### src/rtl/axi_dac_jesd204_datasel_if.sv
// Sample-source bus between the channel control/DMA side and the JESD204 data selector.
interface axi_dac_jesd204_datasel_if #(
    parameter int unsigned DATA_PATH_WIDTH = 2,
    parameter int unsigned SEL_WIDTH       = 4
);
    logic                            dac_enable;
    logic [SEL_WIDTH-1:0]            dac_data_sel;
    logic [15:0]                     dac_pat_data;
    logic [16*DATA_PATH_WIDTH-1:0]   dac_dma_data;
    logic                            dac_dma_valid;
    logic                            dac_dma_rd;
    logic                            dac_dunf_clr;
    logic                            dac_dunf;
    logic [16*DATA_PATH_WIDTH-1:0]   dac_data;

    modport master (
        output dac_enable, dac_data_sel, dac_pat_data, dac_dma_data, dac_dma_valid, dac_dunf_clr,
        input  dac_dma_rd, dac_dunf, dac_data
    );

    modport slave (
        input  dac_enable, dac_data_sel, dac_pat_data, dac_dma_data, dac_dma_valid, dac_dunf_clr,
        output dac_dma_rd, dac_dunf, dac_data
    );
endinterface

### src/rtl/axi_dac_jesd204_datasel.sv
// Per-channel DAC sample source: DMA, PN7, PN15, ramp or constant pattern.
// Optional PN15 generator enabled by defining AXI_DAC_JESD204_DATASEL_PN15_EN.
module axi_dac_jesd204_datasel #(
    parameter int unsigned DATA_PATH_WIDTH = 2,
    parameter int unsigned SEL_WIDTH       = 4
) (
    input  logic                         dac_clk,
    input  logic                         dac_rst,
    axi_dac_jesd204_datasel_if.slave     dac
);
    localparam int unsigned DW = 16 * DATA_PATH_WIDTH;
    localparam int unsigned LAST_LSB = 16 * (DATA_PATH_WIDTH - 1);

    localparam logic [SEL_WIDTH-1:0] SEL_DMA   = SEL_WIDTH'(0);
    localparam logic [SEL_WIDTH-1:0] SEL_PN7   = SEL_WIDTH'(1);
    localparam logic [SEL_WIDTH-1:0] SEL_RAMP  = SEL_WIDTH'(3);
    localparam logic [SEL_WIDTH-1:0] SEL_CONST = SEL_WIDTH'(4);
    localparam logic [6:0]           PN7_SEED  = 7'h7F;
`ifdef AXI_DAC_JESD204_DATASEL_PN15_EN
    localparam logic [SEL_WIDTH-1:0] SEL_PN15  = SEL_WIDTH'(2);
    localparam logic [14:0]          PN15_SEED = 15'h7FFF;
`endif

    // Generates DW successive LFSR bits (taps hi, hi-1), MSB first per sample, sample 0 in the LSBs.
    function automatic logic [DW-1:0] pn_seq(input logic [14:0] seed, input logic [3:0] hi);
        logic [14:0]   s;
        logic [DW-1:0] stream;
        logic [DW-1:0] word;
        logic          nb;
        s      = seed;
        stream = '0;
        word   = '0;
        for (int i = 0; i < int'(DW); i++) begin
            nb     = s[hi] ^ s[hi - 4'd1];
            s      = {s[13:0], nb};
            stream = {stream[DW-2:0], nb};
        end
        for (int k = 0; k < int'(DATA_PATH_WIDTH); k++) begin
            word[16*k +: 16] = stream[DW - 16*(k+1) +: 16];
        end
        return word;
    endfunction

    logic [SEL_WIDTH-1:0] sel_d;
    logic [6:0]           pn7_q, pn7_cur, pn7_nxt;
    logic [15:0]          ramp_q, ramp_cur, ramp_nxt;
    logic [DW-1:0]        pn7_word, ramp_word, data_q, data_nxt;
    logic                 dunf_q, dunf_set, sel_chg;
`ifdef AXI_DAC_JESD204_DATASEL_PN15_EN
    logic [14:0]          pn15_q, pn15_cur, pn15_nxt;
    logic [DW-1:0]        pn15_word;
`endif

    assign dac.dac_dma_rd = dac.dac_enable && (dac.dac_data_sel == SEL_DMA);
    assign dac.dac_data   = data_q;
    assign dac.dac_dunf   = dunf_q;

    // Source mux and generator advance; a select change restarts every generator from its seed.
    always_comb begin
        sel_chg   = (dac.dac_data_sel != sel_d);
        pn7_cur   = sel_chg ? PN7_SEED : pn7_q;
        pn7_word  = pn_seq(15'(pn7_cur), 4'd6);
        ramp_cur  = sel_chg ? 16'd0 : ramp_q;
        ramp_word = '0;
        for (int k = 0; k < int'(DATA_PATH_WIDTH); k++) begin
            ramp_word[16*k +: 16] = ramp_cur + 16'(k);
        end
`ifdef AXI_DAC_JESD204_DATASEL_PN15_EN
        pn15_cur  = sel_chg ? PN15_SEED : pn15_q;
        pn15_word = pn_seq(pn15_cur, 4'd14);
        pn15_nxt  = pn15_cur;
`endif
        pn7_nxt  = pn7_cur;
        ramp_nxt = ramp_cur;
        data_nxt = '0;
        dunf_set = 1'b0;

        if (dac.dac_enable) begin
            case (dac.dac_data_sel)
                SEL_DMA: begin
                    if (dac.dac_dma_valid) data_nxt = dac.dac_dma_data;
                    else                   dunf_set = 1'b1;
                end
                SEL_PN7: begin
                    data_nxt = pn7_word;
                    // The LFSR state after a word is simply its last 7 emitted bits.
                    pn7_nxt  = pn7_word[LAST_LSB +: 7];
                end
`ifdef AXI_DAC_JESD204_DATASEL_PN15_EN
                SEL_PN15: begin
                    data_nxt = pn15_word;
                    pn15_nxt = pn15_word[LAST_LSB +: 15];
                end
`endif
                SEL_RAMP: begin
                    data_nxt = ramp_word;
                    ramp_nxt = ramp_cur + 16'(DATA_PATH_WIDTH);
                end
                SEL_CONST: data_nxt = {DATA_PATH_WIDTH{dac.dac_pat_data}};
                default: ;
            endcase
        end
    end

    always_ff @(posedge dac_clk) begin
        if (dac_rst) begin
            sel_d  <= '0;
            pn7_q  <= PN7_SEED;
            ramp_q <= '0;
            data_q <= '0;
            dunf_q <= 1'b0;
`ifdef AXI_DAC_JESD204_DATASEL_PN15_EN
            pn15_q <= PN15_SEED;
`endif
        end else begin
            sel_d  <= dac.dac_data_sel;
            pn7_q  <= pn7_nxt;
            ramp_q <= ramp_nxt;
            data_q <= data_nxt;
            // Sticky underflow; a new underflow wins over a simultaneous clear.
            dunf_q <= dunf_set | (dunf_q & ~dac.dac_dunf_clr);
`ifdef AXI_DAC_JESD204_DATASEL_PN15_EN
            pn15_q <= pn15_nxt;
`endif
        end
    end
endmodule
### src/flat_wrapper.sv
// flat-port wrapper written by rule: the top's interface ports become plain ports
module axi_dac_jesd204_datasel_flat 
#(
    parameter int unsigned DATA_PATH_WIDTH = 2,
    parameter int unsigned SEL_WIDTH       = 4
)
  (dac_clk, dac_rst, dac_dac_enable, dac_dac_data_sel, dac_dac_pat_data, dac_dac_dma_data, dac_dac_dma_valid, dac_dac_dunf_clr, dac_dac_dma_rd, dac_dac_dunf, dac_dac_data);
  axi_dac_jesd204_datasel_if #(.DATA_PATH_WIDTH(DATA_PATH_WIDTH), .SEL_WIDTH(SEL_WIDTH)) dac_i ();
  input  logic dac_clk;
  input  logic dac_rst;
  input wire logic [$bits(dac_i.dac_enable)-1:0] dac_dac_enable;
  input wire logic [$bits(dac_i.dac_data_sel)-1:0] dac_dac_data_sel;
  input wire logic [$bits(dac_i.dac_pat_data)-1:0] dac_dac_pat_data;
  input wire logic [$bits(dac_i.dac_dma_data)-1:0] dac_dac_dma_data;
  input wire logic [$bits(dac_i.dac_dma_valid)-1:0] dac_dac_dma_valid;
  input wire logic [$bits(dac_i.dac_dunf_clr)-1:0] dac_dac_dunf_clr;
  output wire logic [$bits(dac_i.dac_dma_rd)-1:0] dac_dac_dma_rd;
  output wire logic [$bits(dac_i.dac_dunf)-1:0] dac_dac_dunf;
  output wire logic [$bits(dac_i.dac_data)-1:0] dac_dac_data;
  assign dac_i.dac_enable = dac_dac_enable;
  assign dac_i.dac_data_sel = dac_dac_data_sel;
  assign dac_i.dac_pat_data = dac_dac_pat_data;
  assign dac_i.dac_dma_data = dac_dac_dma_data;
  assign dac_i.dac_dma_valid = dac_dac_dma_valid;
  assign dac_i.dac_dunf_clr = dac_dac_dunf_clr;
  assign dac_dac_dma_rd = dac_i.dac_dma_rd;
  assign dac_dac_dunf = dac_i.dac_dunf;
  assign dac_dac_data = dac_i.dac_data;
  axi_dac_jesd204_datasel #(.DATA_PATH_WIDTH(DATA_PATH_WIDTH), .SEL_WIDTH(SEL_WIDTH)) u_core (.dac_clk(dac_clk), .dac_rst(dac_rst), .dac(dac_i));
endmodule
### config.mk
export PLATFORM = sky130hd
export DESIGN_NAME = axi_dac_jesd204_datasel_flat
export DESIGN_NICKNAME = d
export VERILOG_FILES = /design/src/rtl/axi_dac_jesd204_datasel_if.sv /design/src/rtl/axi_dac_jesd204_datasel.sv /design/src/flat_wrapper.sv
export SDC_FILE = /design/constraint.sdc
export NUM_CORES = 1
export LEC_CHECK = 0
export BUFFER_PORTS_ARGS = -buffer_cell sky130_fd_sc_hd__buf_2
export CAP_MARGIN = 15
export CELL_PAD_IN_SITES_DETAIL_PLACEMENT = 0
export CELL_PAD_IN_SITES_GLOBAL_PLACEMENT = 1
export CORE_MARGIN = 2
export CORE_UTILIZATION = 42
export DETAILED_ROUTE_END_ITERATION = 10
export PLACE_DENSITY_LB_ADDON = 0.12
export RECOVER_POWER = 100
export SYNTH_ARGS = -nofsm -noshare
export SYNTH_HDL_FRONTEND = slang
export SYNTH_SLANG_ARGS = --single-unit
### constraint.sdc
create_clock -name dac_clk -period 4.2 [get_ports dac_clk]
set_input_delay 0.63 -clock dac_clk [delete_from_list [all_inputs] [get_ports dac_clk]]
set_output_delay 0.63 -clock dac_clk [all_outputs]
set_load 0.01 [all_outputs]
==> flow_summary.toml, run 1 <==
[layout]
final_nets = 534
syn_to_final_growth_pct = 17.9
diodes = 0
final_area_sq_um = 4030
drive_gt1_share_pct = 16.5
nFillCells = 789

[global_route]
grt_max_degree = 39
grt_pass1_wl_um = 16900
antenna_found_initial = 0
grt_util_all_layers_pct = 24.8
grt.overflow.total = 0
grt_pass1_vias = 3210

[clocking]
clk_pin_slew_worst_paths_ps = 70
cts_max_path_buffers = 2
cts.sinks = 60
cts_tree = "done"
clock_latency_ps = 350
cts_resized = 0
postCtsSetupBuffers = 0
cts_buffers = 9
h-tree-depth = 3
cts_hold_buf = 0
cts.root.buffer_cell = "clkbuf_8"

[setup_path]
cpMostUsedCell = "xnor2_1"
path_cells = "clkbuf_1 -> xnor2_1 -> and4_1 -> and2_0 -> ha_1 -> nand4_1 -> nor4_1 -> xnor2_1 -> o221ai_1"
worstPathArrival_ps = 3470
cpMaxStageDelayCell = "and4_1"
critPathMaxStageDelay_ps = 740
critPathKind = "input pin to flop"
endpoint_kind = "flop"
required_ps = 4410
rrSetupSlack_ps = 1280
cp-start-kind = "input pin"
crit_path_max_fanout = 24

[power_and_ir_drop]
leakagePower_nw = 1.25
total_power_mw = 1.26
irDropWorstVdd_mv = 0.191
p_per_area_nw_per_um2 = 314

[logic_synthesis]
synth_cell_type_count = 49
synth_edf_count = 0
syn-mean-instance-area_sq_um = 8.26
synthXorXnorAreaFrac_pct = 13.3
async_flop_share_pct = 0
ys_seq_area_share_pct = 35.1
synth_mux_area_share_pct = 0.878
synth_compound_area_share_pct = 22.7
synth_area_leader_cell = "dfxtp_1"
synth.area.top_cells = "dfxtp_1 (35%), xnor2_1 (7.9%), nand3_1 (6.1%)"
syn_area_sq_um = 3420
syn_inst = 414
synth-simple-area-share_pct = 21.0
synth_ff_type = "dfxtp_1"
synth_top_area_share_pct = 35.1
synth-warning-count = 0
synth_fp_nets = 474
synthAdderAreaFrac_pct = 1.10
synth_top_family_by_area = "compound AO/OA/AOI/OAI gates"
synth_seq_cells = 60

[hold_path]
hold_path_class = "flop to flop"

[routing]
viasPerCell = 5.97
m1WireLength_um = 4810
drt_pass1_iterations = 5
met2WireLength_um = 5040
vias = 3467
met3_wirelength_um = 865
top_layer = "met4"
wl_um = 11000
ant_nets = 0
drc = 0
wl_per_cell_um = 18.9
drtIter0Drc = 287

[sta]
tightest_slew_ps = 1380
maxSlewViolCount = 0
fin_setup_tns_ps = 0
fin_crit_ps = 3260
fmax_mhz = 307
clock_skew_ps = 8.76
fin_crit_sh_pct = 77.5
slew_headroom_pct = 8.09
finalHoldViolations = 0
grt_setup_unrepaired = "false"
whs_ps = 473
setup_viol = 0

[die]
core_sq_um = 7810
rows = 32
die_h_um = 94.2
initial_utilization_pct = 43.8
io_pins = 91
dieArea_sq_um = 8880
die_w_um = 94.2

[place]
placed_area_sq_um = 3860
portBuffers = 90
routabilityCongestion = 0.853
dp_hpwl_um = 7890

[status]
status = "finished, final reports clean"

[run]
drv_cap = 0
cells by family (layout without fill, tap and decap cells):
| group | after synthesis | count (layout) |
|---|---|---|
| AND/OR/NAND/NOR | 132 | 132 |
| AO/OA/AOI/OAI | 116 | 116 |
| flip-flops | 60 | 60 |
| XOR/XNOR | 50 | 50 |
| buffers and inverters | 50 | 115 |
| adder cells (fa/ha/maj) | 3 | 3 |
| multiplexers | 3 | 3 |
cells in the final DEF, fill, tap and decap left out, types with 14 or more instances in the layout:
cell       n
dfxtp_1   60
buf_2     53
nand3_1   42
clkbuf_1  40
xnor2_1   31
a31oi_1   29
a22oi_1   24
xor2_1    18
o21ai_0   18
nor2_1    15
nand2_1   15
a21oi_1   14
synth_stat cells (4+ instances only):
library cell and instances:
nand2_1 15, buf_2 5, o21ai_0 18, nor4_1 8, a22oi_1 24, nor3_1 11, xor2_1 18, o211ai_1 7
nor2_1 15, nor2b_1 4, o21a_1 4, nand4_1 8, clkbuf_1 37, or3_1 5, a32o_1 5, nand3_1 42
dfxtp_1 60, a21oi_1 14, or4_1 4, nand3b_1 4, xnor2_1 31, o22ai_1 4, a31oi_1 29, and2_1 4
per-stage QoR:
stage	setup slack, ps	utilization (%)	cells
global placement	1140	49.5	565
detailed placement	1000	49.5	565
global route	699	51.6	581
floorplan	1150	-	414
CTS	1360	52.3	581
finish	944	51.6	581
power by group:
group / internal, mW / switching (mW) / total [mW]
logic: 0.0378 / 0.0607 / 0.0985
registers: 0.572 / 0.00252 / 0.575
clock network: 0.350 / 0.240 / 0.590
total: 0.960 / 0.304 / 1.26
state kept, by name (all words and copies together), names as in the netlist:
| name | cells |
|---|---|
| u_core.dac.dac_dunf | 1 |
| u_core.pn7_q | 7 |
| u_core.dac.dac_data | 32 |
| u_core.sel_d | 4 |
| u_core.ramp_q | 16 |
final timing paths:
kind,from,to,cells after the start
max,dac_dac_data_sel[0],u_core.dac.dac_data[29]$_SDFF_PP0_,9
min,u_core.dac.dac_dunf$_SDFF_PP0_,u_core.dac.dac_dunf$_SDFF_PP0_,2
max reg2reg,u_core.sel_d[0]$_SDFF_PP0_,u_core.dac.dac_data[29]$_SDFF_PP0_,8
min reg2reg,u_core.dac.dac_dunf$_SDFF_PP0_,u_core.dac.dac_dunf$_SDFF_PP0_,2
area by class of cell:
| class | instances | area [sq um] | share of cell area, % |
|---|---|---|---|
| clock buffers | 12 | 145 | 3.60 |
| inverters | 3 | 11.3 | 0.279 |
| repair buffers | 96 | 445 | 11.1 |
| flip-flops and latches | 60 | 1200 | 29.8 |
| clock inverters | 4 | 72.6 | 1.80 |
| multi-input cells | 304 | 2030 | 50.3 |
| well taps | 102 | 128 | 3.17 |
metal layers:
metal  up-vias  GRT usage [%]
li1       1656              -
met1      1620           33.5
met2       174           39.8
met3        17           3.61
met4         0           9.54
met5         -              0
critical path, delay by kind of cell:
kind            cells  cell delay [ps]
fa+ha+maj           1              240
compound gates      1              130
buf+inv             1              340
xor+xnor            2              350
simple gates        4             1770
Note: power is estimated with default switching activity, not from simulation.
==> run 2, diff against run 1 <==
--- a/config.mk
+++ b/config.mk
@@ -5,12 +5,13 @@
 export SDC_FILE = /design/constraint.sdc
 export NUM_CORES = 1
 export LEC_CHECK = 0
+export ABC_AREA = 1
 export BUFFER_PORTS_ARGS = -buffer_cell sky130_fd_sc_hd__buf_2
 export CAP_MARGIN = 15
 export CELL_PAD_IN_SITES_DETAIL_PLACEMENT = 0
 export CELL_PAD_IN_SITES_GLOBAL_PLACEMENT = 1
 export CORE_MARGIN = 2
-export CORE_UTILIZATION = 42
+export CORE_UTILIZATION = 34
 export DETAILED_ROUTE_END_ITERATION = 10
 export PLACE_DENSITY_LB_ADDON = 0.12
 export RECOVER_POWER = 100
==> constraint.sdc (replaced) <==
create_clock -name dac_clk -period 2.8 [get_ports dac_clk]
set_input_delay 0.42 -clock dac_clk [delete_from_list [all_inputs] [get_ports dac_clk]]
set_output_delay 0.42 -clock dac_clk [all_outputs]
set_load 0.01 [all_outputs]
==> run 2 against run 1 <==
  * Setup slack lost 650 ps
  * Clock power grew 95%
  * Final cell count grew 44%
  * Via count grew 24%
  * Final area grew 17%
  * Largest cell class unchanged
  * Global-route usage shrank 0.051 points
  * Total power grew 77%
  * Critical endpoint is now u_core.pn7_q[1]$_SDFF_PP1_
  * Worst hold slack lost 140 ps
  * First-iteration DRC count shrank 4.5%
  * Synthesized cell count grew 44%
  * Core utilization shrank 8.4 points
  * Sequential share of layout area shrank 4.4 points
==> flow_summary.toml, run 2 <==
[place]
dp_cells = 823
dp_hpwl_um = 11200
portBuffers = 90
routabilityCongestion = 0.923
placed_area_sq_um = 4500
place_ws_ps = 70.1

[setup_path]
required_ps = 3020
path_cells = "inv_1 -> nand2_1 -> nand2_1 -> nor2_4 -> buf_4 -> nand4_1 -> nand2_1 -> inv_1 -> nand2_1 -> nand2_1 -> nand3_2 -> nand2_2 -> nand2_2 -> nand2_1 -> nand2_1 -> nand2_1 -> nand2_1 -> nand2_1"
cpMostUsedCell = "nand2_1"
crit_family = "simple AND/OR/NAND/NOR gates"
path_buf_inv = 3
critPathKind = "flop to flop"
endpoint_kind = "flop"
critPathMaxStageDelay_ps = 360
crit_path_max_fanout = 12
cp-start-kind = "flop"
worstPathArrival_ps = 2730
cpMaxStageDelayCell = "nand2_1"

[die]
io_pins = 91
initial_utilization_pct = 35.0
rows = 38
die_h_um = 110
core_sq_um = 10900
dieArea_sq_um = 12100
die_w_um = 110

[global_route]
grt_pass1_wl_um = 21900
grt_util_all_layers_pct = 24.7
grt.overflow.total = 0
antenna_found_initial = 0
grt_max_degree = 33
grt_pass1_vias = 4054

[power_and_ir_drop]
p_per_area_nw_per_um2 = 474
leakagePower_nw = 2.06
total_power_mw = 2.24
irDropWorstVdd_mv = 0.230

[logic_synthesis]
synth.area.top_cells = "dfxtp_1 (31%), nand2_1 (18%), inv_1 (6.5%)"
yosys-top-cells-count = "nand2_1 (185), inv_1 (66), dfxtp_1 (60)"
synth_edf_count = 0
ys_seq_area_share_pct = 31.3
syn_area_sq_um = 3830
synth_cell_type_count = 45
yosys.cell_count.top_type = "nand2_1"
synth_fp_nets = 655
synth_ff_type = "dfxtp_1"
synth_top_area_share_pct = 31.3
synth_seq_cells = 60
syn_inst = 595
async_flop_share_pct = 0
synth-warning-count = 0
synth_area_leader_cell = "dfxtp_1"
syn-mean-instance-area_sq_um = 6.44

[routing]
wl_um = 14200
ant_nets = 0
vias = 4300
drt_pass1_iterations = 6
drc = 0
wl_per_cell_um = 17.0
met3_wirelength_um = 1020
top_layer = "met4"
drtIter0Drc = 274
met2WireLength_um = 6370
viasPerCell = 5.13
m1WireLength_um = 6620

[layout]
final_util_pct = 43.2
final_area_sq_um = 4730
final_cell_mix = "nand2_1 (188), inv_1 (68), dfxtp_1 (60)"
largest_register_ff_count = 32
diodes = 0
drive_gt1_share_pct = 19.0
layout_commonest_cell = "nand2_1"
final_nets = 754
final_cell_count_no_fill = 839
nFillCells = 1247
syn_to_final_growth_pct = 23.3

[sta]
slew_headroom_pct = 30.6
grt_setup_unrepaired = "false"
tightest_slew_ps = 1040
clock_skew_ps = 8.44
fin_crit_ps = 2500
fin_setup_tns_ps = 0
finalHoldViolations = 0
whs_ps = 334
setup_viol = 0
fmax_mhz = 400
finalWorstSetupSlack_ps = 298
maxSlewViolCount = 0
fin_crit_sh_pct = 89.4

[clocking]
clk_pin_slew_worst_paths_ps = 50
cts.root.buffer_cell = "clkbuf_16"
clock_latency_ps = 340
cts_hold_buf = 0
cts_max_path_buffers = 2
cts_resized = 0
cts.sinks = 60
postCtsSetupBuffers = 0
cts_tree = "done"
cts_buffers = 9
h-tree-depth = 3

[run]
drv_cap = 0

[status]
status = "finished, final reports clean"

[hold_path]
hold_path_class = "input pin to flop"
## run 2: cell count changes in the layout (fill, tap and decap cells not counted), sizes merged, moves of 22 or more
cell   delta
nor2     +47
inv      +78
a31oi    -22
nand2   +183
xnor2    -30
a21oi    +25
## run 2: power by group
part | internal (mW) | leakage (nW) | switching (mW)
clock | 0.735 | 0.149 | 0.420
sequential | 0.865 | 0.486 | 0.00813
combinational | 0.0747 | 1.43 | 0.135
## run 2: per-layer routing
metal,vias to the layer above,global-route usage (%)
li1,2141,-
met1,1984,35.2
met2,154,38.5
met3,21,4.35
met4,0,6.79
met5,-,0
## run 2: cell families after synthesis
group	share of synthesized area, %
AND/OR/NAND/NOR	39.1
AO/OA/AOI/OAI	16.1
buffers and inverters	10.6
flip-flops	31.3
XOR/XNOR	1.93
adder cells (fa/ha/maj)	0.980
## run 2: path summary, 6_finish.rpt
check,end,slack [ps],depth (start not counted),from
max,u_core.pn7_q[1]$_SDFF_PP1_,300,18,u_core.sel_d[1]$_SDFF_PP0_
min,u_core.sel_d[3]$_SDFF_PP0_,330,3,dac_dac_data_sel[3]
max reg2reg,u_core.pn7_q[1]$_SDFF_PP1_,300,18,u_core.sel_d[1]$_SDFF_PP0_
min reg2reg,u_core.dac.dac_dunf$_SDFF_PP0_,470,2,u_core.dac.dac_dunf$_SDFF_PP0_
## run 2: worst reg2reg max path, stage by stage (launching register included)
cell and delay [ps]:
dfxtp_1 330, inv_1 40, nand2_1 60, nand2_1 90
nor2_4 110, buf_4 200, nand4_1 110, nand2_1 360
inv_1 190, nand2_1 90, nand2_1 160, nand3_2 140
nand2_2 80, nand2_2 110, nand2_1 60, nand2_1 100
nand2_1 60, nand2_1 50, nand2_1 40
## run 2: area by class of cell
class	count	area, sq um	area share [%]
Clock buffer	12	256	5.43
Clock inverter	4	47.5	1.01
Inverter	82	308	6.51
Multi-Input combinational cell	434	2190	46.4
Sequential cell	60	1200	25.4
Tap cell	140	175	3.71
Timing Repair Buffer	107	543	11.5
==> run 3, diff against run 2 <==
--- a/config.mk
+++ b/config.mk
@@ -10,11 +10,14 @@
 export CAP_MARGIN = 15
 export CELL_PAD_IN_SITES_DETAIL_PLACEMENT = 0
 export CELL_PAD_IN_SITES_GLOBAL_PLACEMENT = 1
+export CORE_ASPECT_RATIO = 0.75
 export CORE_MARGIN = 2
 export CORE_UTILIZATION = 34
 export DETAILED_ROUTE_END_ITERATION = 10
 export PLACE_DENSITY_LB_ADDON = 0.12
 export RECOVER_POWER = 100
+export REMOVE_ABC_BUFFERS = 1
+export SLEW_MARGIN = 20
 export SYNTH_ARGS = -nofsm -noshare
 export SYNTH_HDL_FRONTEND = slang
 export SYNTH_SLANG_ARGS = --single-unit
==> run 3 against run 2 <==
  * Clock-buffer cell count shrank 3
  * Combinational power hardly changed
  * Via count is 0.42% higher
  * First-iteration DRC count up 38%
  * Critical endpoint is now u_core.ramp_q[15]$_SDFF_PP0_
  * Clock skew hardly changed
==> flow_summary.toml, run 3 (same netlist as run 2, synthesis figures left out) <==
[global_route]
grt.overflow.total = 0
antenna_found_initial = 0
grt_util_all_layers_pct = 24.7
grt_pass1_wl_um = 22600
grt_max_degree = 33
grt_pass1_vias = 4052

[power_and_ir_drop]
irDropWorstVdd_mv = 0.261
leakagePower_nw = 2.05
p_per_area_nw_per_um2 = 468

[hold_path]
hold_path_class = "input pin to flop"

[clocking]
clk_pin_slew_worst_paths_ps = 60
cts.sinks = 60
cts_max_path_buffers = 2
clock_latency_ps = 340
cts_buffers = 9
cts.root.buffer_cell = "clkbuf_16"
h-tree-depth = 3
cts_tree = "done"
cts_hold_buf = 0

[sta]
fin_crit_sh_pct = 90.4
fin_crit_ps = 2530
finalWorstSetupSlack_ps = 269
fmax_mhz = 395
tightest_slew_ps = 1110
setup_viol = 0
grt_setup_unrepaired = "false"
finalHoldViolations = 0
fin_setup_tns_ps = 0
clock_skew_ps = 8.27
slew_headroom_pct = 26.0
maxSlewViolCount = 0

[die]
rows = 33
io_pins = 91
core_sq_um = 10900
die_h_um = 95.9
initial_utilization_pct = 35.0
dieArea_sq_um = 12100
die_w_um = 127

[routing]
wl_per_cell_um = 17.4
vias = 4318
drt_pass1_iterations = 5
drtIter0Drc = 377
ant_nets = 0
viasPerCell = 5.14
drc = 0
wl_um = 14600

[place]
portBuffers = 90
routabilityCongestion = 0.925
placed_area_sq_um = 4500
place_ws_ps = 115
dp_hpwl_um = 11500
dp_cells = 824

[layout]
syn_to_final_growth_pct = 22.9
drive_gt1_share_pct = 19.6
diodes = 0
final_area_sq_um = 4710
final_cell_count_no_fill = 840
nFillCells = 1214
layout_commonest_cell = "nand2_1"
register_area_sq_um = 1200
multi_input_area_sq_um = 2200
largest_register_ff_count = 32
final_cell_mix = "nand2_1 (186), inv_1 (70), dfxtp_1 (60)"
final_nets = 755

[status]
status = "finished, final reports clean"

[setup_path]
required_ps = 3010
endpoint_kind = "flop"
critPathKind = "flop to flop"
cpMostUsedCell = "nand2_1"
cpMaxStageDelayCell = "nor2_1"
path_cells = "inv_1 -> nand2_1 -> nand2_1 -> nor2_2 -> nand2_2 -> buf_4 -> nor2_1 -> nand2_1 -> nor2_1 -> nand2_1 -> nor2_1 -> nand2_1 -> o21ai_0 -> a21oi_1"
critPathMaxStageDelay_ps = 370
cp-start-kind = "flop"
crit_path_max_fanout = 12
worstPathArrival_ps = 2750

[run]
drv_cap = 0
run 3: metal layers:
metal	vias up	global-route usage, %	wire (um)
li1	2139	-	-
met1	1913	36.1	7350
met2	239	35.7	5600
met3	27	5.89	1380
met4	0	7.42	296
met5	-	0	0
run 3: through the flow:
stage | hold WS, ps | util [%] | power [mW]
2_1_floorplan | 481 | - | 0.994
3_3_place_gp | 454 | 41.1 | 1.10
3_5_place_dp | 458 | 41.1 | 1.10
4_1_cts | 326 | 43.8 | 2.22
5_1_grt | 334 | 43.1 | 2.28
6_report | 336 | 43.1 | 2.20
run 3: path summary, 6_finish.rpt:
check	from	to	slack, ps	cells after the start
setup / recovery	u_core.sel_d[2]$_SDFF_PP0_	u_core.ramp_q[15]$_SDFF_PP0_	270	14
setup reg to reg	u_core.sel_d[2]$_SDFF_PP0_	u_core.ramp_q[15]$_SDFF_PP0_	270	14
hold reg to reg	u_core.dac.dac_dunf$_SDFF_PP0_	u_core.dac.dac_dunf$_SDFF_PP0_	470	2
hold / removal	dac_dac_dunf_clr	u_core.dac.dac_dunf$_SDFF_PP0_	340	4
run 3: area by class of cell:
type / count / share of cell area [%]
Multi-Input combinational cell: 434 / 46.7
Sequential cell: 60 / 25.5
Timing Repair Buffer: 108 / 11.3
Inverter: 82 / 6.53
Clock buffer: 9 / 4.78
Tap cell: 140 / 3.72
Clock inverter: 7 / 1.43
run 3: timing repair:
item                       CTS  global route
setup endpoints to repair    0             2
gates resized for setup      0             1
setup buffers                0             0
run 3: critical path: cells and delay by family (launching register included):
kind            cells  cell delay [ps]
simple gates       10             1550
buf+inv             2              300
flops               1              330
compound gates      2              210
run 3: power breakdown:
part	switching [mW]	leakage (nW)	internal (mW)	total, mW
clock	0.436	0.137	0.684	1.12
sequential	0.00794	0.486	0.865	0.873
combinational	0.137	1.42	0.0733	0.210
